$ cat config.mk
export PLATFORM = sky130hd
export DESIGN_NAME = dds_param_ctrl_flat
export DESIGN_NICKNAME = d
export VERILOG_FILES = /design/src/rtl/dds_param_ctrl_if.sv /design/src/rtl/dds_param_ctrl.sv /design/src/flat_wrapper.sv
export SDC_FILE = /design/constraint.sdc
export NUM_CORES = 1
export LEC_CHECK = 0
export CORE_MARGIN = 2
export CORE_UTILIZATION = 57
export DETAILED_ROUTE_END_ITERATION = 8
export PLACE_DENSITY = 0.82
export SYNTH_ARGS = -nofsm -noshare
export SYNTH_HDL_FRONTEND = slang
export SYNTH_SLANG_ARGS = --single-unit
$ cat constraint.sdc
create_clock -name sys_clk -period 4.2 [get_ports sys_clk]
set_clock_uncertainty 0.05 [all_clocks]
set_input_delay 0.84 -clock sys_clk [delete_from_list [all_inputs] [get_ports sys_clk]]
set_output_delay 0.84 -clock sys_clk [all_outputs]
set_load 0.02 [all_outputs]
$ cat src/rtl/dds_param_ctrl_if.sv
// dds_param_ctrl_if: key pulses towards the controller, DDS parameter words back out
interface dds_param_ctrl_if #(
  parameter int FW_WIDTH = 32,
  parameter int PW_WIDTH = 12
);
  logic [3:0]          key_flag;
  logic [3:0]          wave_sel;
  logic [FW_WIDTH-1:0] freq_word;
  logic [PW_WIDTH-1:0] phase_word;
  logic                sweep_active;
  logic                param_upd;
  modport master (output key_flag, input wave_sel, freq_word, phase_word, sweep_active, param_upd);
  modport slave (input key_flag, output wave_sel, freq_word, phase_word, sweep_active, param_upd);
endinterface

$ cat src/rtl/dds_param_ctrl.sv
// dds_param_ctrl: key-driven DDS wave/frequency/phase sequencer; DDS_SWEEP_EN swaps key3 phase stepping for a triangular frequency sweep
module dds_param_ctrl #(
  parameter int FW_WIDTH  = 32,
  parameter int FW_INIT   = 85_899,
  parameter int FW_MIN    = 85_899,
  parameter int FW_MAX    = 858_993,
  parameter int FW_STEP   = 85_899,
  parameter int DWELL_MAX = 5_000_000,
  parameter int PW_WIDTH  = 12,
  parameter int PW_STEP   = 1024
) (
  input logic             sys_clk,
  input logic             sys_rst_n,
  dds_param_ctrl_if.slave bus
);
  localparam int W1 = FW_WIDTH + 1;
  localparam logic [W1-1:0] MAX1 = W1'(FW_MAX);
  localparam logic [W1-1:0] LIM1 = W1'(FW_MIN) + W1'(FW_STEP);
  localparam logic [FW_WIDTH-1:0] FMIN  = FW_WIDTH'(FW_MIN);
  localparam logic [FW_WIDTH-1:0] FMAX  = FW_WIDTH'(FW_MAX);
  localparam logic [FW_WIDTH-1:0] FSTEP = FW_WIDTH'(FW_STEP);
  localparam logic [FW_WIDTH-1:0] FINIT = FW_WIDTH'(FW_INIT);
  if (DWELL_MAX < 1 || PW_WIDTH < 1 || PW_STEP < 0 || FW_MIN > FW_MAX) begin : g_bad_cfg
    $error("dds_param_ctrl: inconsistent parameters");
  end
  logic [3:0] kf, ws;
  logic k0, k1, k2, k3, upd;
  logic [FW_WIDTH-1:0] fw, fw_up, fw_dn, fw_nx;
  logic [W1-1:0] up;
  assign kf = bus.key_flag;
  assign k3 = kf[3];
  assign k2 = kf[2] & ~kf[3];
  assign k1 = kf[1] & ~|kf[3:2];
  assign k0 = kf[0] & ~|kf[3:1];
  // fw_up/fw_dn already give the saturated value at the boundaries, so the sweep reuses them
  assign up = {1'b0, fw} + W1'(FW_STEP);
  assign fw_up = up > MAX1 ? FMAX : up[FW_WIDTH-1:0];
  assign fw_dn = {1'b0, fw} < LIM1 ? FMIN : fw - FSTEP;
  assign bus.wave_sel = ws;
  assign bus.freq_word = fw;
  assign bus.param_upd = upd;
`ifdef DDS_SWEEP_EN
  typedef enum logic [1:0] {MANUAL, SWEEP_UP, SWEEP_DOWN} state_t;
  localparam int CW = DWELL_MAX > 1 ? $clog2(DWELL_MAX) : 1;
  localparam logic [CW-1:0] CLAST = CW'(DWELL_MAX - 1);
  state_t st;
  logic [CW-1:0] cnt;
  logic act, step;
  assign step = st != MANUAL && cnt == CLAST && !k3;
  always_comb fw_nx = st == MANUAL ? (k1 ? fw_up : k2 ? fw_dn : fw) : step ? (st == SWEEP_UP ? fw_up : fw_dn) : fw;
  always_ff @(posedge sys_clk or negedge sys_rst_n)
    if (!sys_rst_n) begin
      st  <= MANUAL;
      cnt <= '0;
      act <= 1'b0;
      ws  <= 4'b0001;
      fw  <= FINIT;
      upd <= 1'b0;
    end else begin
      ws  <= k0 ? {ws[2:0], ws[3]} : ws;
      fw  <= fw_nx;
      upd <= k0 || fw_nx != fw;
      cnt <= (k3 || st == MANUAL || cnt == CLAST) ? '0 : cnt + CW'(1);
      if (k3) begin
        st  <= st == MANUAL ? SWEEP_UP : MANUAL;
        act <= st == MANUAL;
      end else if (step && st == SWEEP_UP && up >= MAX1) st <= SWEEP_DOWN;
      else if (step && st == SWEEP_DOWN && {1'b0, fw} <= LIM1) st <= SWEEP_UP;
    end
  assign bus.phase_word = '0;
  assign bus.sweep_active = act;
`else
  logic [PW_WIDTH-1:0] pw;
  always_comb fw_nx = k1 ? fw_up : k2 ? fw_dn : fw;
  always_ff @(posedge sys_clk or negedge sys_rst_n)
    if (!sys_rst_n) begin
      ws  <= 4'b0001;
      fw  <= FINIT;
      pw  <= '0;
      upd <= 1'b0;
    end else begin
      ws  <= k0 ? {ws[2:0], ws[3]} : ws;
      fw  <= fw_nx;
      pw  <= k3 ? pw + PW_WIDTH'(PW_STEP) : pw;
      upd <= k0 || k3 || fw_nx != fw;
    end
  assign bus.phase_word = pw;
  assign bus.sweep_active = 1'b0;
`endif
endmodule

$ cat src/flat_wrapper.sv
// flat-port wrapper written by rule: the top's interface ports become plain ports
module dds_param_ctrl_flat 
#(
  parameter int FW_WIDTH  = 32,
  parameter int FW_INIT   = 85_899,
  parameter int FW_MIN    = 85_899,
  parameter int FW_MAX    = 858_993,
  parameter int FW_STEP   = 85_899,
  parameter int DWELL_MAX = 5_000_000,
  parameter int PW_WIDTH  = 12,
  parameter int PW_STEP   = 1024
)
  (sys_clk, sys_rst_n, bus_key_flag, bus_wave_sel, bus_freq_word, bus_phase_word, bus_sweep_active, bus_param_upd);
  dds_param_ctrl_if #(.FW_WIDTH(FW_WIDTH), .PW_WIDTH(PW_WIDTH)) bus_i ();
  input logic sys_clk;
  input logic sys_rst_n;
  input wire logic [$bits(bus_i.key_flag)-1:0] bus_key_flag;
  output wire logic [$bits(bus_i.wave_sel)-1:0] bus_wave_sel;
  output wire logic [$bits(bus_i.freq_word)-1:0] bus_freq_word;
  output wire logic [$bits(bus_i.phase_word)-1:0] bus_phase_word;
  output wire logic [$bits(bus_i.sweep_active)-1:0] bus_sweep_active;
  output wire logic [$bits(bus_i.param_upd)-1:0] bus_param_upd;
  assign bus_i.key_flag = bus_key_flag;
  assign bus_wave_sel = bus_i.wave_sel;
  assign bus_freq_word = bus_i.freq_word;
  assign bus_phase_word = bus_i.phase_word;
  assign bus_sweep_active = bus_i.sweep_active;
  assign bus_param_upd = bus_i.param_upd;
  dds_param_ctrl #(.FW_WIDTH(FW_WIDTH), .FW_INIT(FW_INIT), .FW_MIN(FW_MIN), .FW_MAX(FW_MAX), .FW_STEP(FW_STEP), .DWELL_MAX(DWELL_MAX), .PW_WIDTH(PW_WIDTH), .PW_STEP(PW_STEP)) u_core (.sys_clk(sys_clk), .sys_rst_n(sys_rst_n), .bus(bus_i));
endmodule
# Word-level counts from Yosys, hierarchy flattened
# Cells that the tools add are included.
# totals
regBits,49
inputBits,6
out_inout_bits,50
# op_classes
addsub,3
magnitude_cmp,2
n_eq_ne,1
mux,4
n_bitwise,4
reduce_logical,6
# op_table
op,count
32-bit 2-to-1 mux,4
32-bit by 17-bit adder with 33-bit output (second input constant),1
33-bit by 20-bit greater-than comparator with 1-bit output (second input constant),1
32-bit by 18-bit < comparator with 1-bit output (second input constant),1
32-bit inequality test,1
32-bit by 17-bit subtractor with 32-bit output (second input constant),1
12-bit by 11-bit adder with 12-bit output (second input constant),1
1-bit AND,3
3-bit OR reduction,1
1-bit zero test,2
1-bit logical OR,2
2-bit OR reduction,1
1-bit inverter,1

# Depth between registers and ports, before layout
# logic_depth
ltp_word,6
ltp_mapped,17

# Least setup slack after synthesis
# No wires, ideal clock.
# synth_timing
kind,register to register
from,"register u_core.fw[1], in the netlist u_core.bus.freq_word[1]"
to,"register u_core.upd, in the netlist u_core.bus.param_upd"
setup_ns,0.133
t_arrival_ns,3.692
setup_slack_ns,0.325
path_stages_with_launch,17
period_less_slack_ns,3.875
cell_sequence,dfstp_2 buf_4 inv_1 ha_1 nor2b_1 buf_2 o21ai_2 a311oi_2 xor2_1 nand4b_1 o22a_1 nor4_2 nor2_4 mux2i_1 a2111oi_2 and4_1 nand4b_1
# synth_between
elab_chain_len,6
word_cells_on_any_way,10
classes_between,add/sub: 2; order compare: 2; eq/ne: 1; mux: 4; reduce/logical: 1
# synth_lines
element,line,source
"start, declared",dds_param_ctrl.sv:28,"logic [FW_WIDTH-1:0] fw, fw_up, fw_dn, fw_nx;"
"start signal, assigned",dds_param_ctrl.sv:83,fw <= fw_nx;
"32-bit by 17-bit adder with 33-bit output, or another cell as far along",dds_param_ctrl.sv:36,"assign up = {1'b0, fw} + W1'(FW_STEP);"
33-bit by 20-bit greater-than comparator with 1-bit output / 32-bit 2-to-1 mux (equally long branches),"dds_param_ctrl.sv:37, dds_param_ctrl.sv:38",
"32-bit 2-to-1 mux, on equally long branches","dds_param_ctrl.sv:37, dds_param_ctrl.sv:74",
32-bit 2-to-1 mux,dds_param_ctrl.sv:74,always_comb fw_nx = k1 ? fw_up : k2 ? fw_dn : fw;
32-bit inequality test (*),dds_param_ctrl.sv:85,upd <= k0 || k3 || fw_nx != fw;
1-bit logical OR (*),dds_param_ctrl.sv:85,
"end signal, assigned",dds_param_ctrl.sv:85,
"end, declared",dds_param_ctrl.sv:27,"logic k0, k1, k2, k3, upd;"
# Mark *: on every way between the ends. The rest lies on a longest branch, timed or not.
# A chain may end at the register's enable or synchronous reset.

# Worst setup path in the final report
# layout_timing
from,"register u_core.fw[0], in the netlist u_core.bus.freq_word[0]"
to,"register u_core.upd, in the netlist u_core.bus.param_upd"
# The elaborated chain is that of the path after synthesis.

==> flow_summary.yaml <==
yosys:
  synth_top_area_share_pct: 16.9
  part_of_the_yosys_area_used_for_sequential_elements_pct: 23.8
  ranking_of_synthesized_cells_by_instance_count: "sky130_fd_sc_hd__nor2_1 (72), sky130_fd_sc_hd__nand2_1 (46), sky130_fd_sc_hd__a21oi_1 (37)"
  synthCells: 558
  number_of_synthesized_flops_with_an_enable_pin: 0
  yosys.cell_count.top_type: "sky130_fd_sc_hd__nor2_1"
  synth.area.top_cells: "sky130_fd_sc_hd__dfrtp_1 (17%), sky130_fd_sc_hd__dfstp_2 (7.0%), sky130_fd_sc_hd__nor2_1 (6.5%), sky130_fd_sc_hd__a21oi_1 (4.5%), sky130_fd_sc_hd__nand2_1 (4.2%)"
  syn-cell-area_um2: 4160
  ys_ff_latch: 39
  yosysWarnings: 0
  synthFlopType: "sky130_fd_sc_hd__dfrtp_1"
  yosys.area.top_type: "sky130_fd_sc_hd__dfrtp_1"
  post_synthesis_average_cell_area_um2: 7.45
  async_reset_ff_share_pct: 100
  post_synth_num_cell_types: 80
final_layout:
  insertedDiodeCount: 0
  stdcell_area_um2: 4950
  design.final.nets: 616
  layout-drive-gt1-share_pct: 15.8
  finalNonFillerCells: 707
  syn2layout_area_growth_pct: 19.1
  final_core_utilization_pct: 69.4
  nFillCells: 599
clock_tree:
  path_clk_slew_ps: 90
  cts_max_path_buffers: 2
  numClockSinks: 39
  cts_max_level: 2
  post_cts_hold_buffer_count: 0
  cts-root-buf: "sky130_fd_sc_hd__clkbuf_8"
  clk_latency_worst_skew_pair_ps: 310
  numCtsBuffers: 5
  cts_tree: "built"
power_and_ir_drop:
  power.density_nw_per_um2: 887
  worst_ir_drop_vdd_uv: 508
  power.static_leakage_nw: 1.91
  design_power_total_w: 0.00439
sta:
  final_period_minus_worst_setup_slack_ps: 4060
  clock.fmax_mhz: 246
  setup_viol: 0
  tcrit_tclk_final_pct: 96.7
  hold_violations: 0
  tightest_slew_ps: 908
  max-slew-margin-rel_pct: 39.5
  report.final.slew_viol_count: 0
  fin_tns_setup_ps: 0
floorplanning:
  floorplan.io_pins: 56
  fp-row-count: 31
  vert_die_dim_um: 89.4
  core_um2: 7140
  initial_util_pct: 58.2
  die_w_um: 89.4
  die_area_um2: 7990
place:
  placement.io_buffers: 44
  area_after_dpl_um2: 4800
  place.gp.congestion: 1.12
  detailedPlacementHpwl_um: 11800
  dpl.cell_count: 697
routing:
  drt_pre_antenna_iters: 6
  drc: 0
  dr_total_vias: 4922
  detail_route.iter0.violations: 861
  avgViaCountPerCell: 6.96
  per_cell_routed_wire_length_um: 22.4
  finalWirelength_um: 15800
  ant_nets: 0
min_path:
  min_path_cells: 1
  holdCritPathClass: "register to register"
grt:
  grt_first_pass_wirelength_um: 23900
  combined_global_route_utilization_of_all_metal_layers_pct: 39.9
  grt_overflow_total: 0
  antenna_found_initial: 0
  grt_pass1_vias: 4468
  maximum_number_of_pins_on_one_net_before_global_route_repair: 40
worst_setup_path:
  endpoint_kind: "register"
  critPathRequiredTime_ps: 4340
  setup.worst_path.class: "register to register"
  crit_path_start_kind: "register"
  reg2regPathDepth: 14
  timing.critical_path.arrival_ps: 4200
  path_max_fanout: 9
flow_run:
  max-cap-violations: 0
status:
  outcome: "finished, final reports clean"
worst max-delay path, cell delays in order, from the launching register on:
cell and delay [ps]:
sky130_fd_sc_hd__dfstp_2 630, sky130_fd_sc_hd__inv_1 130, sky130_fd_sc_hd__ha_1 290, sky130_fd_sc_hd__nor2b_2 190
sky130_fd_sc_hd__o21ai_2 100, sky130_fd_sc_hd__a311oi_2 370, sky130_fd_sc_hd__xor2_1 140, sky130_fd_sc_hd__nand4b_1 280
sky130_fd_sc_hd__o22a_1 300, sky130_fd_sc_hd__or4_1 620, sky130_fd_sc_hd__nand3_4 200, sky130_fd_sc_hd__mux2i_1 200
sky130_fd_sc_hd__o32a_1 180, sky130_fd_sc_hd__and4_1 180, sky130_fd_sc_hd__nand4b_1 90
layout by cell type, fill, tap and decap left out, types with 6 or more instances in the layout:
cell / n
sky130_fd_sc_hd__a31oi_1: 6
sky130_fd_sc_hd__o21ai_0: 29
sky130_fd_sc_hd__or3_1: 7
sky130_fd_sc_hd__conb_1: 11
sky130_fd_sc_hd__nor2_1: 72
sky130_fd_sc_hd__a211oi_1: 10
sky130_fd_sc_hd__nand2_1: 46
sky130_fd_sc_hd__nand3_1: 22
sky130_fd_sc_hd__a21oi_1: 37
sky130_fd_sc_hd__mux2i_1: 10
sky130_fd_sc_hd__o22ai_1: 8
sky130_fd_sc_hd__buf_4: 45
sky130_fd_sc_hd__inv_1: 13
sky130_fd_sc_hd__dfstp_2: 11
sky130_fd_sc_hd__nor4_1: 14
sky130_fd_sc_hd__dfrtp_1: 28
sky130_fd_sc_hd__xnor2_1: 15
sky130_fd_sc_hd__clkdlybuf4s50_1: 43
sky130_fd_sc_hd__nor3_1: 21
sky130_fd_sc_hd__xor2_1: 14
sky130_fd_sc_hd__o21a_1: 6
layer usage:
layer,wire length (µm),track usage (%),vias to the layer above
li1,-,-,2141
met1,5980,52.7,2279
met2,6980,61.1,410
met3,1960,9.05,92
met4,926,20.1,0
met5,0,0,-
where the power goes:
part           leakage [nW]  switching (W)  internal, W
clock                0.0412       0.000156     0.000117
sequential            0.467       0.000381     0.000554
combinational          1.40        0.00189      0.00129
cell families after synthesis:
logic type	Yosys count	synth area share (%)
multiplexers	15	3.76
flip-flops	39	23.8
AO/OA/AOI/OAI	164	27.9
XOR/XNOR	29	6.11
adder cells (fa/ha/maj)	3	0.903
other	1	0.0902
AND/OR/NAND/NOR	236	29.5
buffers and inverters	71	7.95
repair_timing:
item                       in CTS  in global routing
buffers inserted                0                  2
setup endpoints to repair       0                  1
resized for setup               0                  9
hold endpoints to repair        0                  0
stage by stage:
| stage | worst slack (ps) | hold slack (ps) |
|---|---|---|
| after global routing | -16.5 | 452 |
| final | 140 | 444 |
| after floorplan | 325 | 494 |
| after global placement | 229 | 418 |
| after CTS | 146 | 449 |
| after detailed placement | 163 | 435 |
flip-flops by register name (all words and copies together), names as in the netlist:
signal / cells
u_core.bus.freq_word: 32
u_core.bus.param_upd: 1
u_core.bus.wave_sel: 4
u_core.bus.phase_word: 2
worst paths after layout:
check | startpoint | end | slack [ps]
min reg2reg | u_core.bus.phase_word[11]$_DFFE_PN0P_ | u_core.bus.phase_word[11]$_DFFE_PN0P_ | 440
min | u_core.bus.phase_word[11]$_DFFE_PN0P_ | u_core.bus.phase_word[11]$_DFFE_PN0P_ | 440
max in group asynchronous | sys_rst_n | u_core.bus.freq_word[13]$_DFF_PN0_ | 2920
max reg2reg | u_core.bus.freq_word[0]$_DFF_PN1_ | u_core.bus.param_upd$_DFF_PN0_ | 140
max | u_core.bus.freq_word[0]$_DFF_PN1_ | u_core.bus.param_upd$_DFF_PN0_ | 140
min in group asynchronous | sys_rst_n | u_core.bus.param_upd$_DFF_PN0_ | 600
layout make-up:
class | count | area (µm²) | area share [%]
flip-flops and latches | 39 | 990 | 20.0
clock buffers | 6 | 72.6 | 1.47
well taps | 99 | 124 | 2.50
inverters | 14 | 52.6 | 1.06
repair buffers | 89 | 773 | 15.6
multi-input cells | 458 | 2930 | 59.1
clock inverters | 2 | 12.5 | 0.253
No activity file was read; power rests on OpenSTA's default activity.
